<file path="config.mk">
export PLATFORM = sky130hd
export DESIGN_NAME = issue_queue_multiport
export DESIGN_NICKNAME = d
export VERILOG_FILES = /design/src/rtl/issue_queue_multiport.sv
export SDC_FILE = /design/constraint.sdc
export NUM_CORES = 2
export LEC_CHECK = 0
export CAP_MARGIN = 30
export CORE_MARGIN = 3
export CORE_UTILIZATION = 50
export CTS_CLUSTER_DIAMETER = 200
export DETAILED_ROUTE_END_ITERATION = 12
export GPL_TIMING_DRIVEN = 0
export PLACE_DENSITY = 0.68
export SLEW_MARGIN = 20
export SYNTH_ARGS = -nofsm -noshare
export SYNTH_HDL_FRONTEND = slang
export SYNTH_SLANG_ARGS = --single-unit
</file>
<file path="constraint.sdc">
create_clock -name clk -period 9.12 [get_ports clk]
set_input_delay 0.912 -clock clk [delete_from_list [all_inputs] [get_ports clk]]
set_output_delay 0.912 -clock clk [all_outputs]
set_load 0.02 [all_outputs]
</file>
<file path="src/rtl/issue_queue_multiport.sv">
// Parametrised circular issue queue between decode and issue: up to PUSH_W entries in
// and POP_W entries out per cycle, all-or-nothing push, clamped pop, flush, sticky errors.
module issue_queue_multiport #(
    parameter  int DATA_W = 64,
    parameter  int DEPTH  = 16,
    parameter  int PUSH_W = 2,
    parameter  int POP_W  = 2,
    localparam int PTR_W  = $clog2(DEPTH),
    localparam int CNT_W  = $clog2(DEPTH + 1),
    localparam int PN_W   = $clog2(PUSH_W + 1),
    localparam int QN_W   = $clog2(POP_W + 1)
) (
    input  logic                      clk,
    input  logic                      rst,
    input  logic                      flush,
    input  logic [PN_W-1:0]           in_data_number,
    input  logic [PUSH_W*DATA_W-1:0]  in_data,
    input  logic [QN_W-1:0]           out_data_number,
    output logic [POP_W*DATA_W-1:0]   out_data,
    output logic [POP_W-1:0]          out_valid,
    output logic [CNT_W-1:0]          size,
    output logic [CNT_W-1:0]          size_left,
    output logic                      push_ovf,
    output logic                      pop_udf
);

    if ((DEPTH < 2) || ((DEPTH & (DEPTH - 1)) != 0) || (DEPTH < PUSH_W) || (DEPTH < POP_W)) begin : g_bad_depth
        $error("issue_queue_multiport: DEPTH must be a power of two >= max(PUSH_W, POP_W)");
    end

    logic [DATA_W-1:0] mem [DEPTH];
    logic [PTR_W-1:0]  head;
    logic [PTR_W-1:0]  tail;
    logic [CNT_W-1:0]  count;
    logic [CNT_W-1:0]  pop_req;
    logic [CNT_W-1:0]  pop_eff;
    logic [CNT_W-1:0]  push_req;
    logic [CNT_W-1:0]  push_eff;
    logic              pop_bad;
    logic              push_bad;

    assign size      = count;
    assign size_left = CNT_W'(DEPTH) - count;

    // Push is judged against the pre-cycle free space, so a same-cycle pop never makes room.
    always_comb begin
        pop_req  = CNT_W'(out_data_number);
        pop_eff  = pop_req;
        if (pop_eff > count) pop_eff = count;
        if (pop_eff > CNT_W'(POP_W)) pop_eff = CNT_W'(POP_W);
        pop_bad  = (pop_req > count) || (pop_req > CNT_W'(POP_W));
        push_req = CNT_W'(in_data_number);
        push_bad = (push_req > size_left) || (push_req > CNT_W'(PUSH_W));
        push_eff = push_bad ? '0 : push_req;
    end

    always_ff @(posedge clk or negedge rst) begin
        if (!rst) begin
            head     <= '0;
            tail     <= '0;
            count    <= '0;
            push_ovf <= 1'b0;
            pop_udf  <= 1'b0;
        end else if (flush) begin
            head  <= '0;
            tail  <= '0;
            count <= '0;
        end else begin
            head  <= head + PTR_W'(pop_eff);
            tail  <= tail + PTR_W'(push_eff);
            count <= count + push_eff - pop_eff;
            if (push_bad) push_ovf <= 1'b1;
            if (pop_bad)  pop_udf  <= 1'b1;
        end
    end

    // Storage is not reset; lanes beyond the occupied count are masked at the output.
    always_ff @(posedge clk) begin
        if (!flush) begin
            for (int unsigned j = 0; j < PUSH_W; j++) begin
                if (CNT_W'(j) < push_eff)
                    mem[tail + PTR_W'(j)] <= in_data[j*DATA_W +: DATA_W];
            end
        end
    end

    always_comb begin
        out_data  = '0;
        out_valid = '0;
        for (int unsigned i = 0; i < POP_W; i++) begin
            out_valid[i] = CNT_W'(i) < count;
            if (out_valid[i])
                out_data[i*DATA_W +: DATA_W] = mem[head + PTR_W'(i)];
        end
    end

    always_ff @(posedge clk) begin
        if (rst) assert (count <= CNT_W'(DEPTH));
    end

endmodule
</file>
== Yosys cells after proc, flatten, opt, wreduce, memory -nomap -nowiden ==
Memories as Yosys holds them, arrays and structs flattened.
Index checks and enable logic that the tools add are counted.

* $add $sub $neg: 7
* Order comparisons: 9
* Multiplexer cells: 14
* Bitwise gates (word level): 1
* Reduce and logical (&&, ||, !) cells: 4

{| class="wikitable"
|+ Operator list
! cell !! number
|-
| $mux W64 || 2
|-
| $mux W5 || 3
|-
| $gt A2 B5 Y1 || 2
|-
| $lt A1 B5 Y1 const A || 2
|-
| $add A4 B1 Y4 const B || 2
|-
| $mux W4 || 2
|-
| $mux W1 || 6
|-
| $add A5 B2 Y5 || 1
|-
| $gt A5 B2 Y1 const B || 1
|-
| $sub A5 B5 Y5 || 1
|-
| $sub A5 B5 Y5 const A || 1
|-
| $add A4 B2 Y4 || 1
|-
| $add A4 B4 Y4 || 1
|-
| $gt A2 B2 Y1 const B || 2
|-
| $lt A1 B2 Y1 const A || 2
|-
| $reduce_and A2 Y1 || 2
|-
| $logic_or A1 B1 Y1 || 2
|-
| $mux W2 || 1
|-
| $not A1 Y1 || 1
|}

* Bits in registers: 15
* Bits in writable memories: 1024
* Bits of input ports: 135
* Output and inout bits: 142
* Word-level logic and storage cells: 41
* Memories: 1

{| class="wikitable"
|+ Memory list
! memory !! depth !! bits a word !! rd ports !! clocked after Yosys merged registers in !! wr ports !! line !! source
|-
| mem || 16 || 64 || 2 || 0 || 2 || 31 || <nowiki>logic [DATA_W-1:0] mem [DEPTH];</nowiki>
|}

== Logic depth before layout (Yosys ltp) ==
* Depth after elaboration: 8
* Depth in mapped cells: 20
* Depth with buffers taken out: 18

== Least setup slack after synthesis ==
No wires, ideal clock.

* Path type: register to register
* From: register count[1], in the netlist size[1]
* To: memory mem[13][0] (enable)
* Library setup time: 644 ps
* Arrival: 7905 ps
* Data required time: 8476 ps
* Slack: 572 ps
* Cell stages (with the launch flop): 7
* Buffers on the path: 0
* Clock period less this slack: 8548 ps
* Path through: dfrtp_1 inv_1 ha_1 nor3b_1 xor2_1 nor3_2 nor4_1

{| class="wikitable"
|+ RTL lines
! item !! line !! source
|-
| start: declaration || 34 || <nowiki>logic [CNT_W-1:0] count;</nowiki>
|-
| start signal: assignment || 71 || <nowiki>count <= count + push_eff - pop_eff;</nowiki>
|-
| end: declaration || 31 ||
|}

== Worst setup path after layout ==
* From: register head[0]
* To: output port out_data[63]

* Word-level cells in the longest chain between the ends: 2

{| class="wikitable"
|+ Ends and longest elaborated chain
! item !! line !! source
|-
| start: declaration || 32 || <nowiki>logic [PTR_W-1:0] head;</nowiki>
|-
| start signal: assignment || 69 || <nowiki>head <= head + PTR_W'(pop_eff);</nowiki>
|-
| $mem_v2 Z16 W64 || n/a ||
|-
| $mux W64 || 92 || <nowiki>if (out_valid[i])</nowiki>
|-
| end: declaration || 19 || <nowiki>output logic [POP_W*DATA_W-1:0] out_data,</nowiki>
|}

No other way between the ends.

==> results.json <==
{
  "outcome": "complete, no violations",
  "floorplan.initialDensity_pct": 50.6,
  "hold_path_depth": 1,
  "crit_fanout": 10,
  "synth-main-ff-cell": "edfxtp_1",
  "avgSynthCellArea_um2": 17.3,
  "synth.distinct_cells": 51,
  "met1_usage_pct": 40.9,
  "nNetsFinal": 4236,
  "wl_per_cell_um": 35.3,
  "first_pass_iters": 5,
  "synth_area_leaders": "edfxtp_1 50%, mux4_2 19%, mux2_2 15%, mux2i_1 4.2%, mux2_4 3.0%",
  "preCtsSetupSlack_ns": 3.70,
  "min_period_over_period_pct": 69.6,
  "fp-row-count": 127,
  "clock_sinks": 1039,
  "place_hpwl_um": 144000,
  "synth-seq-area-share_pct": 51.0,
  "synth_top_cells_by_count": "1024 x edfxtp_1, 836 x mux2_2, 512 x mux4_2",
  "cp_data_arrival_time_ns": 5.43,
  "synth_edf_count": 1024,
  "power.density_nw_per_um2": 282,
  "yosysWarnings": 0,
  "cts_buffers": 115,
  "fill_cells": 9150,
  "io_buffer_count": 275,
  "slew_violations": 0,
  "use_met3_pct": 8.55,
  "grt_pass1_vias": 40400,
  "critPathRequiredTime_ns": 8.21,
  "viasPerCell": 6.70,
  "yosys.area.top_type": "edfxtp_1",
  "track_usage_pct": 32.3,
  "fin_crit_ns": 6.34,
  "async_flop_share_pct": 1.44,
  "cap_violations": 0,
  "drt_iter0_drc": 4803,
  "htreeDepth": 3,
  "ant_nets": 0,
  "slew_headroom_pct": 25.0,
  "cp-end-kind": "output pin",
  "grt_first_pass_wirelength_um": 292000,
  "dp_cells": 5563,
  "worstRegToRegCells": 14,
  "critPathSlowestCell": "clkbuf_1",
  "fin_ws_ns": 2.78,
  "die-height_um": 355,
  "dieWidth_um": 355,
  "clkTransAtPathRegs_ns": 0.07,
  "cts_hold_buf": 0,
  "worstMarginPinSlew_ns": 1.12,
  "p_total_mw": 20.2,
  "vias": 38800,
  "r2r_slack_ns": 4.88,
  "path_class": "register to output pin",
  "finalNonFillerCells": 5792,
  "synth_seq_cells": 1039,
  "netlist_instances": 3533,
  "hp-class": "register to register",
  "grt_overflow": 0,
  "cts_buffer_depth": 3,
  "hp-start": "pop_udf$_DFFE_PN0P_",
  "multiInputGateArea_um2": 28100,
  "syn2layout_area_growth_pct": 17.4,
  "clock_skew_ns": 0.0259,
  "path_cells": "buf_2, buf_2, clkbuf_2, clkbuf_1, mux4_2, mux2i_1, o22ai_1, clkdlybuf4s50_1",
  "die_area_um2": 126000,
  "place.gp.congestion": 0.843,
  "p_leak_nw": 23.4,
  "max_freq_mhz": 158,
  "rsz0062_at_grt": "false",
  "vdd_ir_drop_max_mv": 0.234,
  "seq_area_um2": 31100,
  "drt-total-wl_um": 205000,
  "setup_viol": 0,
  "drive_above_1_share_pct": 47.1,
  "grt_max_degree": 31,
  "cts_setup_buffers": 0,
  "synth_top_area_share_pct": 50.4,
  "finalHoldViolations": 0,
  "synth_most_common_cell": "edfxtp_1",
  "antenna_found_initial": 18,
  "r2r_end": "mem[13][37]$_DFFE_PP_",
  "reg2reg_from": "size[0]$_DFF_PN0_",
  "cts_tree": "yes",
  "cts_root_buf": "clkbuf_16",
  "cpMostUsedCell": "buf_2",
  "cts-resized-gates": 0,
  "design.core.area_um2": 121000,
  "top_usage_layer": "met2",
  "netlist_area_um2": 61000,
  "critPathMaxStageDelay_ns": 0.86,
  "met2_usage_pct": 52.5,
  "hold_path_end": "pop_udf$_DFFE_PN0P_",
  "io_pins": 277,
  "critPathLaunchType": "register",
  "clock_latency_ns": 0.74,
  "drc": 0
}
## registers in the layout, summed over array words and instances, names as in the netlist
signal,flops
mem,1024
size,5
head,4
tail,4
pop_udf,1
push_ovf,1
## kinds of logic (layout without fill, tap and decap cells)
kind of cell | after synthesis | after routing | share of synthesized area [%]
other | 2 | 11 | 0.0123
buffers and inverters | 423 | 1061 | 3.13
AOI/OAI and AO/OA | 152 | 152 | 1.58
muxes | 1792 | 1792 | 42.7
DFF | 1039 | 1039 | 51.0
adders and majority gates | 22 | 22 | 0.500
and+or+nand+nor | 90 | 90 | 0.875
xor gates and xnor gates | 13 | 13 | 0.187
## worst max-delay path: cells and delay by family (launching register included)
| family | cells | cell delay [ns] |
|---|---|---|
| multiplexers | 2 | 0.46 |
| flip-flops | 1 | 0.41 |
| AO/OA/AOI/OAI | 1 | 0.54 |
| buffers and inverters | 5 | 3.26 |
## placed cells by master (no fill, tap or decap), types with 15 or more instances in the layout
cell / netlist / final
mux2_1: 68 / 68
nor2_1: 26 / 16
buf_1: 69 / 57
inv_1: 20 / 20
buf_16: 0 / 20
clkbuf_1: 214 / 225
clkinv_2: 0 / 24
buf_2: 73 / 134
ha_1: 18 / 18
buf_6: 15 / 49
clkbuf_16: 0 / 117
mux2i_1: 256 / 256
clkdlybuf4s50_1: 0 / 275
buf_12: 0 / 27
edfxtp_1: 1024 / 1024
mux2_2: 836 / 836
dfrtp_1: 15 / 15
mux2_4: 120 / 120
o22ai_1: 128 / 128
buf_4: 32 / 44
clkinv_1: 0 / 25
mux4_2: 512 / 512
## layout make-up
cell class,count,share of cell area (%)
antenna,8,0.0279
buffer,403,2.60
clock buffer,142,4.29
clock inverter,68,0.887
inverter,20,0.105
multi-input combinational,2072,39.3
sequential,1039,43.4
tap,1612,2.81
timing repair buffer,428,6.60
## per-layer routing
metal  vias up  share of wire (%)
met2      2204                 48
met3       462                9.8
met4        18                4.9
li1      15800                  -
met5         -              0.050
met1     20300                 37
## report_power, final
part	leakage [nW]	switching [mW]	internal [mW]	total, mW
logic	12.2	5.61	4.40	10.0
clock network	1.82	2.01	2.68	4.69
registers	9.42	0.0811	5.43	5.51
## through the flow
step | TNS (ns) | area, um2 | hold slack, ns | utilization (%)
6_report | 0 | 71700 | 0.466 | 59.4
5_1_grt | 0 | 71700 | 0.502 | 59.4
4_1_cts | 0 | 71500 | 0.473 | 59.3
3_5_place_dp | 0 | 67800 | 0.459 | 56.2
3_3_place_gp | -2411.92 | 65800 | 0.455 | 54.6
2_1_floorplan | 0 | 61000 | 0.555 | -
## worst max-delay path by stage
| stage | startpoint | endpoint | slack [ns] |
|---|---|---|---|
| global placement | in_data_number[1] | mem[1][34]$_DFFE_PP_ | -8.48 |
| finish | head[0]$_DFF_PN0_ | out_data[63] | 2.78 |
| detailed placement | head[0]$_DFF_PN0_ | out_data[64] | 3.70 |
| global route | head[0]$_DFF_PN0_ | out_data[64] | 2.64 |
| floorplan | size[1]$_DFF_PN0_ | mem[13][0]$_DFFE_PP_ | 0.57 |
| CTS | head[0]$_DFF_PN0_ | out_data[64] | 2.85 |
Note: power is estimated with default switching activity, not from simulation.
